## src/rtl/imul_wb_queue_if.sv

```systemverilog
// ----------------------------------------------------------------------------
// imul_wb_queue_if
// Bus bundle between the scheduler/multiplier/writeback port and the
// multiplier writeback queue.
//   issue_en/issue_tag/issue_rdy : op issue into the multiplier, with credit
//   mul_res/mul_flg              : multiplier result and flags {C,O,0,S,Z,P}
//   wb_valid/wb_tag/wb_data/wb_flg/wb_ready : register-file writeback handshake
//   ovf_err                      : sticky dropped-issue indicator
// master : the surroundings (drives issue, multiplier result, wb_ready)
// slave  : the queue itself
// ----------------------------------------------------------------------------
interface imul_wb_queue_if #(
    parameter int TAGW = 9
);
    logic            issue_en;
    logic [TAGW-1:0] issue_tag;
    logic            issue_rdy;
    logic [64:0]     mul_res;
    logic [5:0]      mul_flg;
    logic            wb_valid;
    logic [TAGW-1:0] wb_tag;
    logic [64:0]     wb_data;
    logic [5:0]      wb_flg;
    logic            wb_ready;
    logic            ovf_err;

    modport master (
        output issue_en, issue_tag, mul_res, mul_flg, wb_ready,
        input  issue_rdy, wb_valid, wb_tag, wb_data, wb_flg, ovf_err
    );

    modport slave (
        input  issue_en, issue_tag, mul_res, mul_flg, wb_ready,
        output issue_rdy, wb_valid, wb_tag, wb_data, wb_flg, ovf_err
    );
endinterface

```

## src/rtl/imul_wb_queue.sv

```systemverilog
// ----------------------------------------------------------------------------
// imul_wb_queue
// Writeback stage behind the integer multiplier. Each issued op is tracked
// through a LAT-deep {valid,tag} pipe that advances with i_clk_en, so the
// result is captured in the exact cycle it leaves the multiplier. Results are
// buffered in a DEPTH-entry FIFO and offered to the register-file writeback
// port with valid/ready. Issue credits keep inflight + buffered <= DEPTH.
//
// Ports
//   i_clk     clock
//   i_rst     synchronous reset, active-high
//   i_clk_en  pipeline advance enable (same as the multiplier's)
//   io_bus    imul_wb_queue_if.slave: issue, multiplier result, writeback,
//             ovf_err
//
// Build option
//   IMUL_WB_BYPASS_EN : when defined, a result captured while the FIFO is
//   empty and wb_ready=1 is presented combinationally in the capture cycle
//   and never enters the FIFO. When undefined all wb_* outputs are registered.
// ----------------------------------------------------------------------------
module imul_wb_queue #(
    parameter int LAT   = 3,
    parameter int DEPTH = 4,
    parameter int TAGW  = 9
) (
    input  logic           i_clk,
    input  logic           i_rst,
    input  logic           i_clk_en,
    imul_wb_queue_if.slave io_bus
);
    localparam int PW = $clog2(DEPTH);
    // one spare bit so inflight + count never wraps in the credit compare
    localparam int CW = $clog2(DEPTH + LAT + 1) + 1;
    localparam int EW = TAGW + 65 + 6;

    logic [LAT-1:0]  r_pipe_vld;
    logic [TAGW-1:0] r_pipe_tag [LAT];

    logic [EW-1:0]   r_mem [DEPTH];
    logic [PW-1:0]   r_wr_ptr;
    logic [PW-1:0]   r_rd_ptr;
    logic [CW-1:0]   r_count;

    logic            r_wb_valid;
    logic [TAGW-1:0] r_wb_tag;
    logic [64:0]     r_wb_data;
    logic [5:0]      r_wb_flg;
    logic            r_ovf_err;

    logic [CW-1:0]   w_inflight;
    logic [CW-1:0]   w_count_nxt;
    logic            w_issue_rdy;
    logic            w_cap;
    logic            w_bypass;
    logic            w_push;
    logic            w_pop;
    logic [EW-1:0]   w_cap_ent;
    logic [EW-1:0]   w_head_nxt;
    logic [PW-1:0]   w_rd_nxt;

    always_comb begin
        w_inflight = '0;
        for (int i = 0; i < LAT; i++) begin
            w_inflight = w_inflight + CW'(r_pipe_vld[i]);
        end
    end

    // Credit check uses registered state only; a pop returns its credit
    // one cycle later through r_count.
    assign w_issue_rdy = (w_inflight + r_count) < CW'(DEPTH);

    assign w_cap     = i_clk_en & r_pipe_vld[LAT-1];
    assign w_cap_ent = {r_pipe_tag[LAT-1], io_bus.mul_res, io_bus.mul_flg};

`ifdef IMUL_WB_BYPASS_EN
    assign w_bypass = w_cap & (r_count == '0) & io_bus.wb_ready;
`else
    assign w_bypass = 1'b0;
`endif

    assign w_push      = w_cap & ~w_bypass;
    assign w_pop       = r_wb_valid & io_bus.wb_ready;
    assign w_count_nxt = r_count + CW'(w_push) - CW'(w_pop);
    assign w_rd_nxt    = r_rd_ptr + PW'(w_pop);

    // Next head: if the new read pointer lands on the slot being written this
    // cycle, the entry is not in memory yet, so forward it.
    assign w_head_nxt = (w_push && (w_rd_nxt == r_wr_ptr)) ? w_cap_ent : r_mem[w_rd_nxt];

    always_ff @(posedge i_clk) begin
        if (i_rst) begin
            r_pipe_vld <= '0;
            for (int i = 0; i < LAT; i++) begin
                r_pipe_tag[i] <= '0;
            end
        end else if (i_clk_en) begin
            r_pipe_vld[0] <= io_bus.issue_en & w_issue_rdy;
            r_pipe_tag[0] <= io_bus.issue_tag;
            for (int i = 1; i < LAT; i++) begin
                r_pipe_vld[i] <= r_pipe_vld[i-1];
                r_pipe_tag[i] <= r_pipe_tag[i-1];
            end
        end
    end

    always_ff @(posedge i_clk) begin
        if (w_push) begin
            r_mem[r_wr_ptr] <= w_cap_ent;
        end
    end

    always_ff @(posedge i_clk) begin
        if (i_rst) begin
            r_wr_ptr   <= '0;
            r_rd_ptr   <= '0;
            r_count    <= '0;
            r_wb_valid <= 1'b0;
            r_wb_tag   <= '0;
            r_wb_data  <= '0;
            r_wb_flg   <= '0;
            r_ovf_err  <= 1'b0;
        end else begin
            if (w_push) begin
                r_wr_ptr <= r_wr_ptr + PW'(1);
            end
            r_rd_ptr   <= w_rd_nxt;
            r_count    <= w_count_nxt;
            r_wb_valid <= (w_count_nxt != '0);
            // outputs hold the last presented entry once the FIFO drains
            if (w_count_nxt != '0) begin
                {r_wb_tag, r_wb_data, r_wb_flg} <= w_head_nxt;
            end else if (w_bypass) begin
                {r_wb_tag, r_wb_data, r_wb_flg} <= w_cap_ent;
            end
            if (io_bus.issue_en && i_clk_en && !w_issue_rdy) begin
                r_ovf_err <= 1'b1;
            end
        end
    end

    assign io_bus.issue_rdy = w_issue_rdy;
    assign io_bus.ovf_err   = r_ovf_err;

`ifdef IMUL_WB_BYPASS_EN
    assign io_bus.wb_valid = r_wb_valid | w_bypass;
    assign io_bus.wb_tag   = w_bypass ? r_pipe_tag[LAT-1] : r_wb_tag;
    assign io_bus.wb_data  = w_bypass ? io_bus.mul_res    : r_wb_data;
    assign io_bus.wb_flg   = w_bypass ? io_bus.mul_flg    : r_wb_flg;
`else
    assign io_bus.wb_valid = r_wb_valid;
    assign io_bus.wb_tag   = r_wb_tag;
    assign io_bus.wb_data  = r_wb_data;
    assign io_bus.wb_flg   = r_wb_flg;
`endif

endmodule

```

## src/flat_wrapper.sv

```systemverilog
// flat-port wrapper written by rule: the top's interface ports become plain ports
module imul_wb_queue_flat 
#(
    parameter int LAT   = 3,
    parameter int DEPTH = 4,
    parameter int TAGW  = 9
)
  (i_clk, i_rst, i_clk_en, io_bus_issue_en, io_bus_issue_tag, io_bus_mul_res, io_bus_mul_flg, io_bus_wb_ready, io_bus_issue_rdy, io_bus_wb_valid, io_bus_wb_tag, io_bus_wb_data, io_bus_wb_flg, io_bus_ovf_err);
  imul_wb_queue_if #(.TAGW(TAGW)) io_bus_i ();
  input  logic i_clk;
  input  logic i_rst;
  input  logic i_clk_en;
  input wire logic [$bits(io_bus_i.issue_en)-1:0] io_bus_issue_en;
  input wire logic [$bits(io_bus_i.issue_tag)-1:0] io_bus_issue_tag;
  input wire logic [$bits(io_bus_i.mul_res)-1:0] io_bus_mul_res;
  input wire logic [$bits(io_bus_i.mul_flg)-1:0] io_bus_mul_flg;
  input wire logic [$bits(io_bus_i.wb_ready)-1:0] io_bus_wb_ready;
  output wire logic [$bits(io_bus_i.issue_rdy)-1:0] io_bus_issue_rdy;
  output wire logic [$bits(io_bus_i.wb_valid)-1:0] io_bus_wb_valid;
  output wire logic [$bits(io_bus_i.wb_tag)-1:0] io_bus_wb_tag;
  output wire logic [$bits(io_bus_i.wb_data)-1:0] io_bus_wb_data;
  output wire logic [$bits(io_bus_i.wb_flg)-1:0] io_bus_wb_flg;
  output wire logic [$bits(io_bus_i.ovf_err)-1:0] io_bus_ovf_err;
  assign io_bus_i.issue_en = io_bus_issue_en;
  assign io_bus_i.issue_tag = io_bus_issue_tag;
  assign io_bus_i.mul_res = io_bus_mul_res;
  assign io_bus_i.mul_flg = io_bus_mul_flg;
  assign io_bus_i.wb_ready = io_bus_wb_ready;
  assign io_bus_issue_rdy = io_bus_i.issue_rdy;
  assign io_bus_wb_valid = io_bus_i.wb_valid;
  assign io_bus_wb_tag = io_bus_i.wb_tag;
  assign io_bus_wb_data = io_bus_i.wb_data;
  assign io_bus_wb_flg = io_bus_i.wb_flg;
  assign io_bus_ovf_err = io_bus_i.ovf_err;
  imul_wb_queue #(.LAT(LAT), .DEPTH(DEPTH), .TAGW(TAGW)) u_core (.i_clk(i_clk), .i_rst(i_rst), .i_clk_en(i_clk_en), .io_bus(io_bus_i));
endmodule
```

## config.mk

```make
export PLATFORM = sky130hd
export DESIGN_NAME = imul_wb_queue_flat
export DESIGN_NICKNAME = d
export VERILOG_FILES = /design/src/rtl/imul_wb_queue_if.sv /design/src/rtl/imul_wb_queue.sv /design/src/flat_wrapper.sv
export SDC_FILE = /design/constraint.sdc
export NUM_CORES = 1
export LEC_CHECK = 0
export CORE_MARGIN = 2
export CORE_UTILIZATION = 40
export CTS_BUF_LIST = sky130_fd_sc_hd__clkbuf_2 sky130_fd_sc_hd__clkbuf_4 sky130_fd_sc_hd__clkbuf_8
export DETAILED_ROUTE_END_ITERATION = 7
export PLACE_DENSITY = 0.68
export SYNTH_ARGS = -nofsm -noshare
export SYNTH_HDL_FRONTEND = slang
export SYNTH_SLANG_ARGS = --single-unit
```

## constraint.sdc

```tcl
create_clock -name i_clk -period 6.6 [get_ports i_clk]
set_clock_uncertainty 0.15 [all_clocks]
set_input_delay 0.99 -clock i_clk [delete_from_list [all_inputs] [get_ports i_clk]]
set_output_delay 0.99 -clock i_clk [all_outputs]
set_load 0.03 [all_outputs]
```

Word level (Yosys, flattened, before mapping)
Memory sizes are Yosys's and may differ from the RTL's. A register that Yosys moved wholly into a read port is not among the register bits.
Cells that the tools add are included.

operators by class
  add/subtract/negate cells = 7
  reduce and logical (&&, ||, !) cells = 4
  magnitude comparators = 1
  mux-type cells = 10
  bitwise operators = 6

operators with widths
  operator                                            number
  2-to-1 mux 9 bit                                    3
  adder 4 x 1 -> 4 bit                                2
  2-to-1 mux 1 bit                                    7
  adder 4 bit                                         1
  < comparator 4 x 3 -> 1 bit, second input constant  1
  nonzero test 4 bit                                  1
  subtractor 4 x 1 -> 4 bit                           1
  bitwise AND 1 bit                                   3
  OR 1 bit                                            3
  adder 1 x 1 -> 2 bit                                1
  adder 2 x 1 -> 2 bit                                1
  adder 2 x 1 -> 2 bit, second input constant         1
  logical AND 1 bit                                   2
  logical NOT 1 bit                                   1

storage, ports and cells
  bits in writable memories = 347
  register bits = 13
  bits of input ports = 85
  memories = 2
  word-level logic and storage cells = 36

memories
  name               words  bits a word  rd ports  clocked after memory_dff  write ports  line                 text
  u_core.r_mem       4      80           1         1                         1            imul_wb_queue.sv:39  logic [EW-1:0] r_mem [DEPTH];
  u_core.r_pipe_tag  3      9            3         0                         3            imul_wb_queue.sv:37  logic [TAGW-1:0] r_pipe_tag [LAT];

Depth between registers and ports, before layout
  depth after elaboration = 6
  depth in mapped cells = 13
  mapped depth without buffers = 11

Worst setup path after synthesis
No wires, ideal clock.

  path type = input to register
  start point = input i_clk_en
  end point = memory u_core.r_mem[0][0] in the netlist's numbering, enable pin
  buffers on the path = 1
  slack = 2774 ps
  stages = 2
  arrival = 3228 ps
  required time = 6002 ps
  library setup time = 448 ps
  path through = clkbuf_1 -> and3_1

on the way
  longest elaborated chain between the ends = 3

RTL lines
  item                                    line                  text
  start: declaration                      flat_wrapper.sv:12    input logic i_clk_en;
  bitwise AND 1 bit                       imul_wb_queue.sv:72   assign w_cap = i_clk_en & r_pipe_vld[LAT-1];
  2-to-1 mux 1 bit                        imul_wb_queue.sv:107  if (w_push) begin
  2-to-1 mux 1 bit (implied by the code)  imul_wb_queue.sv:108  r_mem[r_wr_ptr] <= w_cap_ent;
  end: declaration                        imul_wb_queue.sv:39

Every way passes these cells.

Worst setup path after layout
  start point = register u_core.r_pipe_vld[0]
  end point = output io_bus_issue_rdy

on the way
  longest elaborated chain between the ends = 4

RTL lines
  item                              line                  text
  start: declaration                imul_wb_queue.sv:36   logic [LAT-1:0] r_pipe_vld;
  start signal: assignment          imul_wb_queue.sv:97   r_pipe_vld[0] <= io_bus.issue_en & w_issue_rdy;
  start signal: indexed assignment  imul_wb_queue.sv:100  r_pipe_vld[i] <= r_pipe_vld[i-1];
  adder 1 x 1 -> 2 bit              imul_wb_queue.sv:64   w_inflight = w_inflight + CW'(r_pipe_vld[i]);
  adder 4 x 1 -> 4 bit              imul_wb_queue.sv:64
  adder 4 bit                       imul_wb_queue.sv:70   assign w_issue_rdy = (w_inflight + r_count) < CW'(DEPTH);
  < comparator 4 x 3 -> 1 bit       imul_wb_queue.sv:70
  end: declaration                  flat_wrapper.sv:18    output wire logic [$bits(io_bus_i.issue_rdy)-1:0] io_bus_issue_rdy;

Every way passes these cells.

==> reports/metrics.csv <==
stage,metric,value,unit
hold_path,Min-Delay Path Depth,2,
power_and_ir_drop,Max VDD drop,0.248,mV
setup_path,path depth of the worst reg2reg path,7,
cts,clock-pin transition on the worst setup and hold timing paths,60,ps
setup_path,largest delay contributor family on the critical path,buffers and inverters,
yosys,"Distinct cells, synth",30,
cts,Clock Path Buffers,3,
setup_path,Worst Path Max Fanout,3,
timing,"Slew Viols, Final",0,
yosys,synthesis warning total,0,
power_and_ir_drop,Leak Pwr,0.00745,µW
hold_path,HP Start,u_core.io_bus.wb_data[55]$_SDFFE_PP0P_,
cells_and_area,post-layout util,0.494,
cts,Inserted Clock Buffers,74,
timing,Final setup violation count,0,
setup_path,Critical R2R Launch,u_core.io_bus.wb_valid$_SDFF_PP0_,
cells_and_area,"commonest cells after routing, fill and taps aside","edfxtp_1, clkdlybuf4s50_1, dfxtp_1",
detailed_routing,DRC viols,0,
cells_and_area,layout cells sized above 1,0.203,
setup_path,Worst setup EP type,primary output,
yosys,Syn Std Cell Area,16800,µm²
timing,fin crit period,4160,ps
grt,first-pass GRT wire length,52900,µm
yosys,syn avg cell area,18.3,µm²
cells_and_area,n_diodes,0,
cts,H-tree depth,3,
cts,worst skew pair latency,610,ps
cts,Post-CTS Resized,0,
detailed_routing,Via Count,8696,
setup_path,CP bufs+invs,1,
setup_path,crit path DAT,3020,ps
hold_path,worst hold path class,reg2reg,
cts,CTS root buf,clkbuf_8,
floorplan,core area,41700,µm²
timing,setup TNS,0,ps
yosys,fraction of synthesized area in multiplexers,0.156,
setup_path,Crit. Startpoint,u_core.r_pipe_vld[0]$_SDFFE_PP0P_,
setup_path,most used cell along the critical path,ha_1,
grt,GRT overflow,0,
detailed_routing,initial drt markers,409,
cells_and_area,"commonest non-fill, non-tap cell in the layout",edfxtp_1,
detailed_routing,length of the first detailed-routing pass in iterations,4,
setup_path,CP Class,reg2out,
run,# Max-Cap Violations,0,
setup_path,WP data required,5460,ps
setup_path,Stages on worst setup path,6,
power_and_ir_drop,Power Density,403,nW/µm²
grt,vias in the first global route,9198,
yosys,complex-gate fraction of the synthesized area,0.0398,
yosys,sequential area share after synthesis,0.732,
cts,post-CTS setup buffers,0,
placed_design,placed cells,1578,
cells_and_area,Finished Layout Cells,1714,
timing,final-report hold violation count,0,
floorplan,Die X,209,µm
timing,Tcrit/Tclk final,0.631,
timing,RSZ-0062 raised after global routing,no,
detailed_routing,drt total wl,34400,µm
yosys,Cells after Synth,914,
timing,relative slew slack,0.386,
floorplan,Rows,75,
power_and_ir_drop,total chip power,8290,µW
cts,CTS sink count,440,
yosys,Synth Area in Adders,0.0101,
cts,CTS tree,yes,
detailed_routing,wire per inst,20.1,µm
yosys,Post-Synth XOR/XNOR Area,0.00366,
outcome,status,"finished, final reports clean",
detailed_routing,ANT nets after route,0,
placed_design,Placer Congestion,0.696,
floorplan,I/O pins,168,
floorplan,die area,43600,µm²
setup_path,crit-path cells,"ha_1, ha_1, a21o_1, a211o_1, o22ai_1, clkdlybuf4s50_1",
detailed_routing,post-DR vias/cell,5.07,
timing,Worst Max-Slew Pin Slew,920,ps
cells_and_area,Nets,1213,
cells_and_area,Layout area overhead,22.8,%
yosys,Post-Synth Simple-Gate Area,0.0372,
placed_design,DP HPWL,19200,µm
timing,Max Fclk,0.240,GHz
setup_path,critical path's largest stage delay,800,ps
cts,Hold Buf Count CTS,0,
setup_path,CP Launch Type,register,
yosys,syn nets,1012,
grt,initial antenna violation count,1,
floorplan,die height,209,µm
yosys,main combinational cell family by area after synthesis,multiplexers,
yosys,number of synthesized register bits,440,
setup_path,slowest CP cell,clkdlybuf4s50_1,
grt,total global routing track utilization,0.159,
floorplan,Initial Util,0.402,
grt,largest net degree at the start of global routing,91,
placed_design,PortBufs,167,
cells_and_area,Fillers,3500,
==> where the power goes <==
part / internal [µW] / switching [µW]
combinational: 1040 / 1320
clock: 1490 / 1080
sequential: 3230 / 143
total: 5760 / 2530
==> tightest hold or removal path, stage by stage, from the launching register on <==
cell and delay [ps]:
dfxtp_1 310, nor2_1 90, a211oi_1 50
==> cell families after synthesis <==
logic type / count (synthesis)
AOI/OAI and AO/OA: 90
xor gates and xnor gates: 7
adders and majority gates: 13
buffers and inverters: 66
DFF: 440
muxes: 162
and+or+nand+nor: 136
==> layout make-up <==
| type | instances | area (µm²) | area share |
|---|---|---|---|
| clock inverters | 18 | 176 | 0.00856 |
| repair buffers | 183 | 1800 | 0.0875 |
| inverters | 8 | 30.0 | 0.00146 |
| well taps | 539 | 674 | 0.0327 |
| multi-input cells | 408 | 4220 | 0.205 |
| flip-flops and latches | 440 | 12300 | 0.596 |
| clock buffers | 118 | 1420 | 0.0688 |
==> state kept, by name, indices dropped and copies added, names as in the netlist <==
name,cells
u_core.r_pipe_tag,27
u_core.io_bus.wb_valid,1
u_core.io_bus.wb_tag,9
u_core.r_count,4
u_core.r_pipe_vld,3
u_core.r_wr_ptr,2
u_core.r_mem,320
u_core.io_bus.wb_data,65
u_core.r_rd_ptr,2
u_core.io_bus.ovf_err,1
u_core.io_bus.wb_flg,6
==> stage by stage <==
stage | area, µm² | setup WS, ps | hold slack, ps
after floorplan | 16800 | 2770 | 317
after global placement | 19000 | 2220 | 336
after detailed placement | 19000 | 2140 | 343
after CTS | 20600 | 2320 | 351
after global routing | 20600 | 2190 | 364
final | 20600 | 2440 | 347
==> synth_stat cells <==
cell type  count  area (µm²)
a21o_1         1        7.51
fa_1           1        20.0
xnor2_1        5        43.8
a211o_1        1        8.76
o22ai_1        1        6.26
nand2_1        3        11.3
ha_1          12         150
mux2i_1       82         821
edfxtp_1     347       10400
nor2b_1        5        31.3
buf_6          8        90.1
nor2_1        86         323
and2_1        29         181
nand3_1        3        15.0
o21ba_2        1        10.0
nand2b_1       2        12.5
dfxtp_1       93        1860
buf_2         20         100
nor3b_1        1        7.51
a211oi_1      80         601
clkbuf_1      28         105
and3_1         5        31.3
mux4_2        80        1800
a21oi_1        5        25.0
nor3_1         1        5.00
or2_2          1        6.26
xor2_1         2        17.5
inv_1          8        30.0
buf_4          2        15.0
o21ai_2        1        8.76
==> per-layer routing <==
layer,vias up,GRT usage,routed length [µm]
met5,-,0,10
met4,2,0.0527,673
met3,57,0.0472,2000
met2,211,0.267,17000
met1,4392,0.199,14700
li1,4034,-,-
==> path summary, 6_finish.rpt <==
| path | end | slack (ps) |
|---|---|---|
| hold reg to reg | u_core.io_bus.wb_data[55]$_SDFFE_PP0P_ | 350 |
| hold / removal | u_core.io_bus.wb_data[55]$_SDFFE_PP0P_ | 350 |
| setup reg to reg | u_core.io_bus.wb_data[8]$_SDFFE_PP0P_ | 3300 |
| setup / recovery | io_bus_issue_rdy | 2440 |
(Power assumes the default switching activity.)
